File: src/rtl/fifo_ctrl_dpram_if.sv
// ---------------------------------------------------------------------------
// fifo_ctrl_dpram_if
//   Producer/consumer side of the dual-port-RAM FIFO controller.
//   Carries the push and pop handshakes plus the occupancy status.
//
//   Signals:
//     push, push_data      producer write request and data
//     pop                  consumer read request
//     pop_data, pop_valid  head entry, valid one cycle after an accepted pop
//     full, empty          occupancy limits
//     almost_full/empty    threshold flags
//     count                occupancy 0..2**ADDRESS_SIZE
//
//   Modports:
//     master  the producer/consumer side (drives push/pop)
//     slave   the controller (drives data and status back)
// ---------------------------------------------------------------------------
interface fifo_ctrl_dpram_if #(
  parameter int LINE_SIZE    = 12,
  parameter int ADDRESS_SIZE = 3
);
  logic                  push;
  logic [LINE_SIZE-1:0]  push_data;
  logic                  pop;
  logic [LINE_SIZE-1:0]  pop_data;
  logic                  pop_valid;
  logic                  full;
  logic                  empty;
  logic                  almost_full;
  logic                  almost_empty;
  logic [ADDRESS_SIZE:0] count;

  modport master (
    output push, push_data, pop,
    input  pop_data, pop_valid, full, empty, almost_full, almost_empty, count
  );

  modport slave (
    input  push, push_data, pop,
    output pop_data, pop_valid, full, empty, almost_full, almost_empty, count
  );
endinterface

File: src/rtl/fifo_ctrl_dpram.sv
// ---------------------------------------------------------------------------
// fifo_ctrl_dpram
//   Sequences a single-clock true dual-port RAM as a synchronous FIFO.
//   Port A of the RAM is the push (write) port, port B the pop (read) port.
//   The controller owns both pointers, tracks occupancy, drives almost-full /
//   almost-empty flags from thresholds latched during INIT, and holds sticky
//   overflow/underflow error bits until clr_err.
//
//   Ports:
//     clk, reset_L          clock (rising edge), async active-low reset
//     init                  one-cycle pulse: latch thresholds, clear FIFO
//     af_thr, ae_thr        almost-full (count >= af) / almost-empty (count <= ae)
//     clr_err               clear sticky errors and leave ERROR
//     fifo                  push/pop handshake and status (fifo_ctrl_dpram_if.slave)
//     ram_wr_ptr, ram_wr_e, ram_data_w   RAM port A (write)
//     ram_rd_ptr, ram_rd_e, ram_data_r   RAM port B (always reading, data tied 0)
//     ram_q_r               RAM port B registered read data
//     overflow, underflow   sticky error flags
//     state                 FSM state for debug (INIT=0 IDLE=1 ACTIVE=2 ERROR=3)
//
//   Optional build macro:
//     FIFO_CTRL_PEAK_EN     adds output peak_count, the highest occupancy seen
//                           since reset or init.
// ---------------------------------------------------------------------------
module fifo_ctrl_dpram #(
  parameter int LINE_SIZE    = 12,
  parameter int BLOCK_SIZE   = 8,
  parameter int ADDRESS_SIZE = 3
) (
  input  logic                    clk,
  input  logic                    reset_L,
  input  logic                    init,
  input  logic [ADDRESS_SIZE:0]   af_thr,
  input  logic [ADDRESS_SIZE:0]   ae_thr,
  input  logic                    clr_err,
  fifo_ctrl_dpram_if.slave        fifo,
  output logic [ADDRESS_SIZE-1:0] ram_wr_ptr,
  output logic [ADDRESS_SIZE-1:0] ram_rd_ptr,
  output logic                    ram_wr_e,
  output logic                    ram_rd_e,
  output logic [LINE_SIZE-1:0]    ram_data_w,
  output logic [LINE_SIZE-1:0]    ram_data_r,
  input  logic [LINE_SIZE-1:0]    ram_q_r,
  output logic                    overflow,
  output logic                    underflow,
  output logic [2:0]              state
`ifdef FIFO_CTRL_PEAK_EN
  ,
  output logic [ADDRESS_SIZE:0]   peak_count
`endif
);

  typedef logic [ADDRESS_SIZE:0]   cnt_t;
  typedef logic [ADDRESS_SIZE-1:0] ptr_t;

  localparam cnt_t FULL_COUNT = cnt_t'(BLOCK_SIZE);
  localparam cnt_t AF_RESET   = cnt_t'(BLOCK_SIZE - 1);
  localparam cnt_t AE_RESET   = cnt_t'(1);
  localparam cnt_t CNT_ONE    = cnt_t'(1);
  localparam ptr_t PTR_ONE    = ptr_t'(1);

  typedef enum logic [2:0] {
    ST_INIT   = 3'd0,
    ST_IDLE   = 3'd1,
    ST_ACTIVE = 3'd2,
    ST_ERROR  = 3'd3
  } state_t;

  state_t state_q, state_d;
  ptr_t   wr_ptr_q, wr_ptr_d;
  ptr_t   rd_ptr_q, rd_ptr_d;
  cnt_t   count_q, count_d;
  cnt_t   af_thr_q, af_thr_d;
  cnt_t   ae_thr_q, ae_thr_d;
  logic   overflow_q, overflow_d;
  logic   underflow_q, underflow_d;
  logic   pop_valid_q, pop_valid_d;
  logic   full_q, empty_q, af_q, ae_q;
  logic   full_d, empty_d, af_d, ae_d;
  logic   push_acc, pop_acc, push_err, pop_err;

  // Next-state, pointer and occupancy logic. An init pulse (or sitting in
  // INIT) discards the contents and relatches thresholds. In IDLE/ACTIVE the
  // legal half of a push+pop pair still proceeds even when the other half is
  // an error, so a pop on a full FIFO drains one entry while the push traps.
  always_comb begin
    state_d     = state_q;
    wr_ptr_d    = wr_ptr_q;
    rd_ptr_d    = rd_ptr_q;
    count_d     = count_q;
    af_thr_d    = af_thr_q;
    ae_thr_d    = ae_thr_q;
    overflow_d  = overflow_q;
    underflow_d = underflow_q;
    pop_valid_d = 1'b0;
    push_acc    = 1'b0;
    pop_acc     = 1'b0;
    push_err    = 1'b0;
    pop_err     = 1'b0;

    if (init || state_q == ST_INIT) begin
      wr_ptr_d    = '0;
      rd_ptr_d    = '0;
      count_d     = '0;
      af_thr_d    = af_thr;
      ae_thr_d    = ae_thr;
      overflow_d  = 1'b0;
      underflow_d = 1'b0;
      state_d     = init ? ST_INIT : ST_IDLE;
    end else begin
      case (state_q)
        ST_IDLE, ST_ACTIVE: begin
          push_acc = fifo.push & ~full_q;
          pop_acc  = fifo.pop & ~empty_q;
          push_err = fifo.push & full_q;
          pop_err  = fifo.pop & empty_q;

          if (push_acc) begin
            wr_ptr_d = wr_ptr_q + PTR_ONE;
          end
          if (pop_acc) begin
            rd_ptr_d = rd_ptr_q + PTR_ONE;
          end

          case ({push_acc, pop_acc})
            2'b10:   count_d = count_q + CNT_ONE;
            2'b01:   count_d = count_q - CNT_ONE;
            default: count_d = count_q;
          endcase

          // The RAM samples the old read pointer at this edge, so its
          // registered output carries the head entry in the next cycle.
          pop_valid_d = pop_acc;

          if (push_err) begin
            overflow_d = 1'b1;
          end
          if (pop_err) begin
            underflow_d = 1'b1;
          end

          if (push_err || pop_err) begin
            state_d = ST_ERROR;
          end else if (count_d == '0) begin
            state_d = ST_IDLE;
          end else begin
            state_d = ST_ACTIVE;
          end
        end

        ST_ERROR: begin
          if (clr_err) begin
            overflow_d  = 1'b0;
            underflow_d = 1'b0;
            state_d     = (count_q == '0) ? ST_IDLE : ST_ACTIVE;
          end
        end

        default: state_d = ST_INIT;
      endcase
    end
  end

  // Status flags are registered from the next occupancy so they line up
  // with count in the same cycle.
  always_comb begin
    full_d  = (count_d == FULL_COUNT);
    empty_d = (count_d == '0);
    af_d    = (count_d >= af_thr_d);
    ae_d    = (count_d <= ae_thr_d);
  end

  // State, pointer, occupancy, threshold and flag registers.
  always_ff @(posedge clk or negedge reset_L) begin
    if (!reset_L) begin
      state_q     <= ST_INIT;
      wr_ptr_q    <= '0;
      rd_ptr_q    <= '0;
      count_q     <= '0;
      af_thr_q    <= AF_RESET;
      ae_thr_q    <= AE_RESET;
      overflow_q  <= 1'b0;
      underflow_q <= 1'b0;
      pop_valid_q <= 1'b0;
      full_q      <= 1'b0;
      empty_q     <= 1'b1;
      af_q        <= 1'b0;
      ae_q        <= 1'b1;
    end else begin
      state_q     <= state_d;
      wr_ptr_q    <= wr_ptr_d;
      rd_ptr_q    <= rd_ptr_d;
      count_q     <= count_d;
      af_thr_q    <= af_thr_d;
      ae_thr_q    <= ae_thr_d;
      overflow_q  <= overflow_d;
      underflow_q <= underflow_d;
      pop_valid_q <= pop_valid_d;
      full_q      <= full_d;
      empty_q     <= empty_d;
      af_q        <= af_d;
      ae_q        <= ae_d;
    end
  end

`ifdef FIFO_CTRL_PEAK_EN
  cnt_t peak_q;

  // High-water mark of occupancy, restarted by reset or init.
  always_ff @(posedge clk or negedge reset_L) begin
    if (!reset_L) begin
      peak_q <= '0;
    end else if (init || state_q == ST_INIT) begin
      peak_q <= '0;
    end else if (count_d > peak_q) begin
      peak_q <= count_d;
    end
  end

  assign peak_count = peak_q;
`endif

  // Port A writes only when the push is legal; the write itself is harmless
  // in INIT because the pointers are cleared before any pop can see it.
  assign ram_wr_e   = fifo.push & ~full_q & (state_q != ST_ERROR);
  assign ram_data_w = fifo.push_data;
  assign ram_wr_ptr = wr_ptr_q;

  // Port B is a dedicated read port.
  assign ram_rd_e   = 1'b1;
  assign ram_data_r = '0;
  assign ram_rd_ptr = rd_ptr_q;

  assign fifo.pop_data     = ram_q_r;
  assign fifo.pop_valid    = pop_valid_q;
  assign fifo.full         = full_q;
  assign fifo.empty        = empty_q;
  assign fifo.almost_full  = af_q;
  assign fifo.almost_empty = ae_q;
  assign fifo.count        = count_q;

  assign overflow  = overflow_q;
  assign underflow = underflow_q;
  assign state     = state_q;

endmodule

File: src/flat_wrapper.sv
// flat-port wrapper written by rule: the top's interface ports become plain ports
module fifo_ctrl_dpram_flat 
#(
  parameter int LINE_SIZE    = 12,
  parameter int BLOCK_SIZE   = 8,
  parameter int ADDRESS_SIZE = 3
)
  (clk, reset_L, init, af_thr, ae_thr, clr_err, ram_wr_ptr, ram_rd_ptr, ram_wr_e, ram_rd_e, ram_data_w, ram_data_r, ram_q_r, overflow, underflow, state, fifo_push, fifo_push_data, fifo_pop, fifo_pop_data, fifo_pop_valid, fifo_full, fifo_empty, fifo_almost_full, fifo_almost_empty, fifo_count);
  fifo_ctrl_dpram_if #(.LINE_SIZE(LINE_SIZE), .ADDRESS_SIZE(ADDRESS_SIZE)) fifo_i ();
  input  logic clk;
  input  logic reset_L;
  input  logic init;
  input  logic [ADDRESS_SIZE:0] af_thr;
  input  logic [ADDRESS_SIZE:0] ae_thr;
  input  logic clr_err;
  output logic [ADDRESS_SIZE-1:0] ram_wr_ptr;
  output logic [ADDRESS_SIZE-1:0] ram_rd_ptr;
  output logic ram_wr_e;
  output logic ram_rd_e;
  output logic [LINE_SIZE-1:0] ram_data_w;
  output logic [LINE_SIZE-1:0] ram_data_r;
  input  logic [LINE_SIZE-1:0] ram_q_r;
  output logic overflow;
  output logic underflow;
  output logic [2:0] state;
  input wire logic [$bits(fifo_i.push)-1:0] fifo_push;
  input wire logic [$bits(fifo_i.push_data)-1:0] fifo_push_data;
  input wire logic [$bits(fifo_i.pop)-1:0] fifo_pop;
  output wire logic [$bits(fifo_i.pop_data)-1:0] fifo_pop_data;
  output wire logic [$bits(fifo_i.pop_valid)-1:0] fifo_pop_valid;
  output wire logic [$bits(fifo_i.full)-1:0] fifo_full;
  output wire logic [$bits(fifo_i.empty)-1:0] fifo_empty;
  output wire logic [$bits(fifo_i.almost_full)-1:0] fifo_almost_full;
  output wire logic [$bits(fifo_i.almost_empty)-1:0] fifo_almost_empty;
  output wire logic [$bits(fifo_i.count)-1:0] fifo_count;
  assign fifo_i.push = fifo_push;
  assign fifo_i.push_data = fifo_push_data;
  assign fifo_i.pop = fifo_pop;
  assign fifo_pop_data = fifo_i.pop_data;
  assign fifo_pop_valid = fifo_i.pop_valid;
  assign fifo_full = fifo_i.full;
  assign fifo_empty = fifo_i.empty;
  assign fifo_almost_full = fifo_i.almost_full;
  assign fifo_almost_empty = fifo_i.almost_empty;
  assign fifo_count = fifo_i.count;
  fifo_ctrl_dpram #(.LINE_SIZE(LINE_SIZE), .BLOCK_SIZE(BLOCK_SIZE), .ADDRESS_SIZE(ADDRESS_SIZE)) u_core (.clk(clk), .reset_L(reset_L), .init(init), .af_thr(af_thr), .ae_thr(ae_thr), .clr_err(clr_err), .fifo(fifo_i), .ram_wr_ptr(ram_wr_ptr), .ram_rd_ptr(ram_rd_ptr), .ram_wr_e(ram_wr_e), .ram_rd_e(ram_rd_e), .ram_data_w(ram_data_w), .ram_data_r(ram_data_r), .ram_q_r(ram_q_r), .overflow(overflow), .underflow(underflow), .state(state));
endmodule
File: config.mk
export PLATFORM = sky130hd
export DESIGN_NAME = fifo_ctrl_dpram_flat
export DESIGN_NICKNAME = d
export VERILOG_FILES = /design/src/rtl/fifo_ctrl_dpram_if.sv /design/src/rtl/fifo_ctrl_dpram.sv /design/src/flat_wrapper.sv
export SDC_FILE = /design/constraint.sdc
export NUM_CORES = 1
export LEC_CHECK = 0
export ABC_AREA = 1
export BUFFER_PORTS_ARGS = -buffer_cell sky130_fd_sc_hd__buf_2
export CAP_MARGIN = 20
export CORE_MARGIN = 2
export CORE_UTILIZATION = 46
export DETAILED_ROUTE_END_ITERATION = 10
export PLACE_DENSITY = 0.81
export SLEW_MARGIN = 0
export SYNTH_ARGS = -nofsm -noshare
export SYNTH_HDL_FRONTEND = slang
export SYNTH_SLANG_ARGS = --single-unit
File: constraint.sdc
create_clock -name clk -period 3.3 [get_ports clk]
set_input_delay 0.495 -clock clk [delete_from_list [all_inputs] [get_ports clk]]
set_output_delay 0.495 -clock clk [all_outputs]
set_load 0.005 [all_outputs]
; ---- Word level (Yosys, flattened, before mapping)
; Cells that the tools add are included.
; W data, S select, Z words.
[totals]
reg_bits = 28
word_cells = 80
latchBits = 0
output_inout_bits = 58
romBits = 0
n_memories = 0
ram_bits = 0
[op_classes]
n_mul = 0
bitwise = 7
n_eq_ne = 10
n_reduce_logical = 15
n_addsub = 4
n_div = 0
order_cmp = 2
n_mux = 29
shifts = 0
[op_table]
columns = cell, count
row1 = $mux W3, 9
row2 = $mux W4, 6
row3 = $logic_not A4 Y1, 3
row4 = $mux W1, 8
row5 = $pmux W4 S2, 1
row6 = $add A3 B1 Y3 const B, 2
row7 = $eq A3 B2 Y1 const B, 2
row8 = $ne A3 B1 Y1 const B, 2
row9 = $ne A3 B2 Y1 const B, 2
row10 = $pmux W3 S2, 1
row11 = $reduce_and A3 Y1, 2
row12 = $reduce_bool A2 Y1, 3
row13 = $and A1 B1 Y1, 5
row14 = $add A4 B1 Y4 const B, 1
row15 = $eq A4 B4 Y1 const B, 1
row16 = $ge A4 B4 Y1, 1
row17 = $le A4 B4 Y1, 1
row18 = $mux W2, 2
row19 = $pmux W1 S2, 2
row20 = $reduce_and A2 Y1, 2
row21 = $sub A4 B1 Y4 const B, 1
row22 = $eq A3 B1 Y1 const B, 1
row23 = $logic_not A3 Y1, 1
row24 = $reduce_bool A3 Y1, 1
row25 = other kinds (5), 7

; ---- Logic depth before layout (Yosys ltp)
[depth]
ltp_word = 11
mapped_depth = 20
mapped_depth_nobuf = 20

; ---- Worst setup path after synthesis
; No wires, ideal clock.
[synth_timing]
path_type = register to register
startpoint = reg u_core.empty_q (netlist: u_core.fifo.empty)
endpoint = reg u_core.af_q (netlist: u_core.fifo.almost_full)
slack_ns = 0.780
setup_ns = 0.124
arrival_ns = 2.396
n_path_buf = 0
synth_period_minus_slack_ns = 2.520
stages_incl_launch_ff = 17
required_ns = 3.176
cell_sequence = dfstp_2 -> inv_1 -> nand2_1 -> inv_1 -> ha_1 -> nor2_1 -> nor2_2 -> ha_1 -> o21ai_0 -> nand2_1 -> nand3_1 -> inv_1 -> ha_1 -> o21ai_0 -> a21oi_1 -> o211ai_1 -> nand2_1
[synth_via]
elab_chain_cells = 9
elab_cells_between_ends = 10
cone_classes = order compare: 1 / eq/ne: 2 / mux: 5 / bitwise: 2
[synth_rtl]
columns = element, line
row1 = from (decl), fifo_ctrl_dpram.sv:78  ; logic full_q, empty_q, af_q, ae_q;
row2 = from (signal assigned), fifo_ctrl_dpram.sv:200  ; empty_q <= empty_d;
row3 = $not A1 Y1 (*), fifo_ctrl_dpram.sv:114  ; pop_acc = fifo.pop & ~empty_q;
row4 = $and A1 B1 Y1 (*), fifo_ctrl_dpram.sv:114
row5 = $eq A2 B1 Y1 / $eq A2 B2 Y1 (equally long branches), fifo_ctrl_dpram.sv:125  ; case ({push_acc, pop_acc})
row6 = $pmux W4 S2 (*), fifo_ctrl_dpram.sv:125
row7 = $mux W4 (*), fifo_ctrl_dpram.sv:111  ; case (state_q)
row8 = $mux W4 (*), fifo_ctrl_dpram.sv:101  ; if (init || state_q == ST_INIT) begin
row9 = $mux W4 (*), fifo_ctrl_dpram.sv:111
row10 = $mux W4 (*), fifo_ctrl_dpram.sv:101
row11 = named net u_core.count_d[1], fifo_ctrl_dpram.sv:72  ; cnt_t count_q, count_d;
row12 = $ge A4 B4 Y1 (*), fifo_ctrl_dpram.sv:169  ; af_d = (count_d >= af_thr_d);
row13 = named net u_core.af_d, fifo_ctrl_dpram.sv:79  ; logic full_d, empty_d, af_d, ae_d;
row14 = to (signal assigned), fifo_ctrl_dpram.sv:187  ; af_q <= 1'b0;
row15 = to (signal assigned), fifo_ctrl_dpram.sv:201  ; af_q <= af_d;
row16 = to (decl), fifo_ctrl_dpram.sv:78
; Mark *: on every way through the listed nets, which the timed path passes. The rest lies on a longest branch. The select of a mux whose other input is x is not followed.
; A chain may end at the register's enable or synchronous reset.

; ---- Final worst setup path
; Same ends and word-level chain as after synthesis.

==> summary.txt <==
Synthesis
  – Syn Std Cell Area: 1930 um2
  – Post-Syn Instances: 249
  – Synthesis-stage register bit count: 27
  – Avg Cell Area, Syn: 7.76 um2
  – FFs w/ async S/R, synth: 1.00
  – Synth warnings: 0
  – Post-synth top flop: dfrtp_1
  – Netlist cell types: 28
  – Number of synthesized flops with an enable pin: 0
  – Register area share after synthesis: 0.354

Die
  – Starting Density: 0.480
  – Row count: 23
  – Die Height: 68.8 um
  – Die area: 4730 um2
  – Core area: 4030 um2
  – Die Wd: 68.8 um
  – Ports: 96

STA
  – Slew @ Worst Pin: 0.599 ns
  – Worst rel slew slack: 0.601
  – Unrepaired setup endpoints after global routing: no
  – Final Cycle Share: 0.859
  – Final clock skew: 0.00672 ns
  – Max Clk Rate: 353 MHz
  – Final setup violation count: 0
  – Final setup TNS: 0 ns
  – Slew Viols, Final: 0
  – Fin. Hold Viols: 0
  – Shortest period the worst path allows: 2.83 ns

Clock tree
  – Clk sinks: 27
  – Worst skew pair latency: 0.28 ns
  – H-tree Lvls: 1
  – Max Buffers Root-to-Sink: 2
  – Hold-fix buffers at CTS: 0
  – CTS root buf: clkbuf_8
  – Clock-pin slew on the worst setup and hold paths: 0.10 ns
  – Post-CTS sizing: 0
  – Setup bufs post-CTS: 0
  – CTS tree: yes
  – CTS buffer count: 3

Power
  – Switching share of power: 0.400
  – Internal power: 669 uW
  – Flop pwr share: 0.399
  – Worst IR Drop VDD: 0.226 mV
  – Leak Pwr: 0.00111 uW
  – Power Total: 1120 uW
  – Portion of total power attributed to the clock network: 0.172
  – Power per cell area: 572 nW/um2
  – Comb pwr share: 0.429
  – Switch Pwr: 446 uW

Drt
  – Via density per instance: 4.70
  – DRC: 0
  – Via Count: 1444
  – Post-DR wirelength/cell: 11.7 um
  – Routed Antenna Nets: 0
  – Drt initial violations: 40
  – Initial DRT Pass Iterations: 4
  – Routed WL: 3.60 mm

Cells and area
  – Fin cells: 307
  – Commonest non-fill, non-tap cell in the layout: nand2_1
  – Post-layout util: 0.484
  – Nets: 309
  – Share of layout cells above drive strength 1: 0.245
  – Most frequent cells in the layout: 51 x nand2_1, 35 x inv_1, 33 x buf_2, 21 x dfrtp_1, 15 x nand3_1
  – Antenna cell count: 0
  – Layout area overhead: 0.907%

Worst setup path
  – Critical Path RT: 3.46 ns
  – R2R Setup Slk: 0.47 ns
  – Crit end category: register
  – Critical path class: reg -> reg
  – Startpoint Class: register
  – Crit path max fanout: 5
  – Critical Path AT: 2.99 ns

Run
  – Maxcap violations: 0

Placed design
  – Post-DP HPWL: 2.73 mm
  – Placed cell count: 303
  – Routability cong.: 0.816
  – Buffers added on ports: 33

Global route
  – GR Util All Layers: 0.173
  – Remaining global-route overflow: 0
  – First-pass GRT wire length: 6.07 mm
  – Vias in the first global route: 1401
  – Initial antenna violation count: 0
  – Largest net degree at the start of global routing: 28

Min path
  – Hold Crit Class: in -> async

Run status
  – Status: complete, no violations
-- flip-flops by register name (all words and copies together) (netlist names) --
name / cells
u_core.ram_rd_ptr: 3
u_core.fifo.almost_full: 1
u_core.fifo.almost_empty: 1
u_core.af_thr_q: 4
u_core.fifo.count: 4
u_core.state: 2
u_core.ae_thr_q: 4
u_core.underflow: 1
u_core.fifo.full: 1
u_core.fifo.pop_valid: 1
u_core.overflow: 1
u_core.fifo.empty: 1
u_core.ram_wr_ptr: 3
-- power by group through the flow --
stage	Combinational, uW	Clock (uW)	Sequential, uW
6_report	478	192	444
2_1_floorplan	392	0	447
3_5_place_dp	477	0	452
5_1_grt	558	215	454
4_1_cts	483	202	445
3_3_place_gp	467	0	448
-- per-layer routing --
metal  vias up  share of wire  GRT usage
li1        739              -          -
met1       663           0.46      0.206
met2        35           0.48      0.314
met3         7          0.046     0.0260
met4         0          0.014     0.0613
met5         -              0          0
-- cell usage after synthesis, drive strengths merged (2+ instances only) --
cell type,count,area [um2]
buf,42,312
xor2,3,26.3
o21bai,2,15.0
inv,36,135
dfrtp,21,526
nand2,56,223
dfstp,6,158
or2,6,37.5
nand3,16,85.1
conb,2,7.51
nor2,16,75.1
o21ai,15,82.6
a21oi,10,50.1
ha,13,163
-- critical path, cell delays in order (launching register included) --
cell and delay (ns):
dfstp_2 0.55, inv_1 0.04, nand2_1 0.08, inv_1 0.07, ha_1 0.26, nand2_1 0.08
inv_1 0.05, nor2_2 0.11, ha_1 0.23, o21ai_0 0.22, nand2_1 0.08, nand3_1 0.10
inv_1 0.09, ha_1 0.28, o21ai_0 0.11, a21oi_1 0.10, o211ai_1 0.19, nand2_1 0.08
-- path summary, 6_finish.rpt --
kind | start | to | depth (start not counted)
min reg2reg | u_core.ram_rd_ptr[2]$_DFFE_PN0P_ | u_core.ram_rd_ptr[2]$_DFFE_PN0P_ | 1
min in group clk | ae_thr[0] | u_core.ae_thr_q[0]$_DFF_PN1_ | 3
max in group asynchronous | reset_L | u_core.ae_thr_q[2]$_DFF_PN0_ | 1
min | reset_L | u_core.ae_thr_q[1]$_DFF_PN0_ | 1
max reg2reg | u_core.fifo.empty$_DFF_PN1_ | u_core.fifo.almost_full$_DFF_PN0_ | 17
max | u_core.fifo.empty$_DFF_PN1_ | u_core.fifo.almost_full$_DFF_PN0_ | 17
-- cells by family (layout without fill, tap and decap cells) --
| family | Yosys count | in the layout | synth area share |
|---|---|---|---|
| AND/OR/NAND/NOR | 97 | 97 | 0.229 |
| buffers and inverters | 78 | 74 | 0.231 |
| flip-flops | 27 | 27 | 0.354 |
| other | 2 | 14 | 0.00389 |
| XOR/XNOR | 3 | 3 | 0.0136 |
| AO/OA/AOI/OAI | 29 | 29 | 0.0842 |
| adder cells (fa/ha/maj) | 13 | 13 | 0.0842 |
-- per-stage QoR --
stage | setup slack [ns] | hold slack [ns] | cell area, um2
final | 0.465 | 0.214 | 1950
after global routing | 0.230 | 0.250 | 1950
after CTS | 0.444 | 0.230 | 1950
after detailed placement | 0.474 | 0.444 | 1900
after global placement | 0.630 | 0.444 | 1900
after floorplan | 0.780 | 0.199 | 1980
-- area by class of cell --
cell class,count,area (um2)
clock buffer,3,41.3
clock inverter,1,7.51
fill,402,2080
inverter,36,135
multi-input combinational,156,847
sequential,27,683
tap,50,62.6
timing repair buffer,34,173
Note: power is estimated with default switching activity, not from simulation.
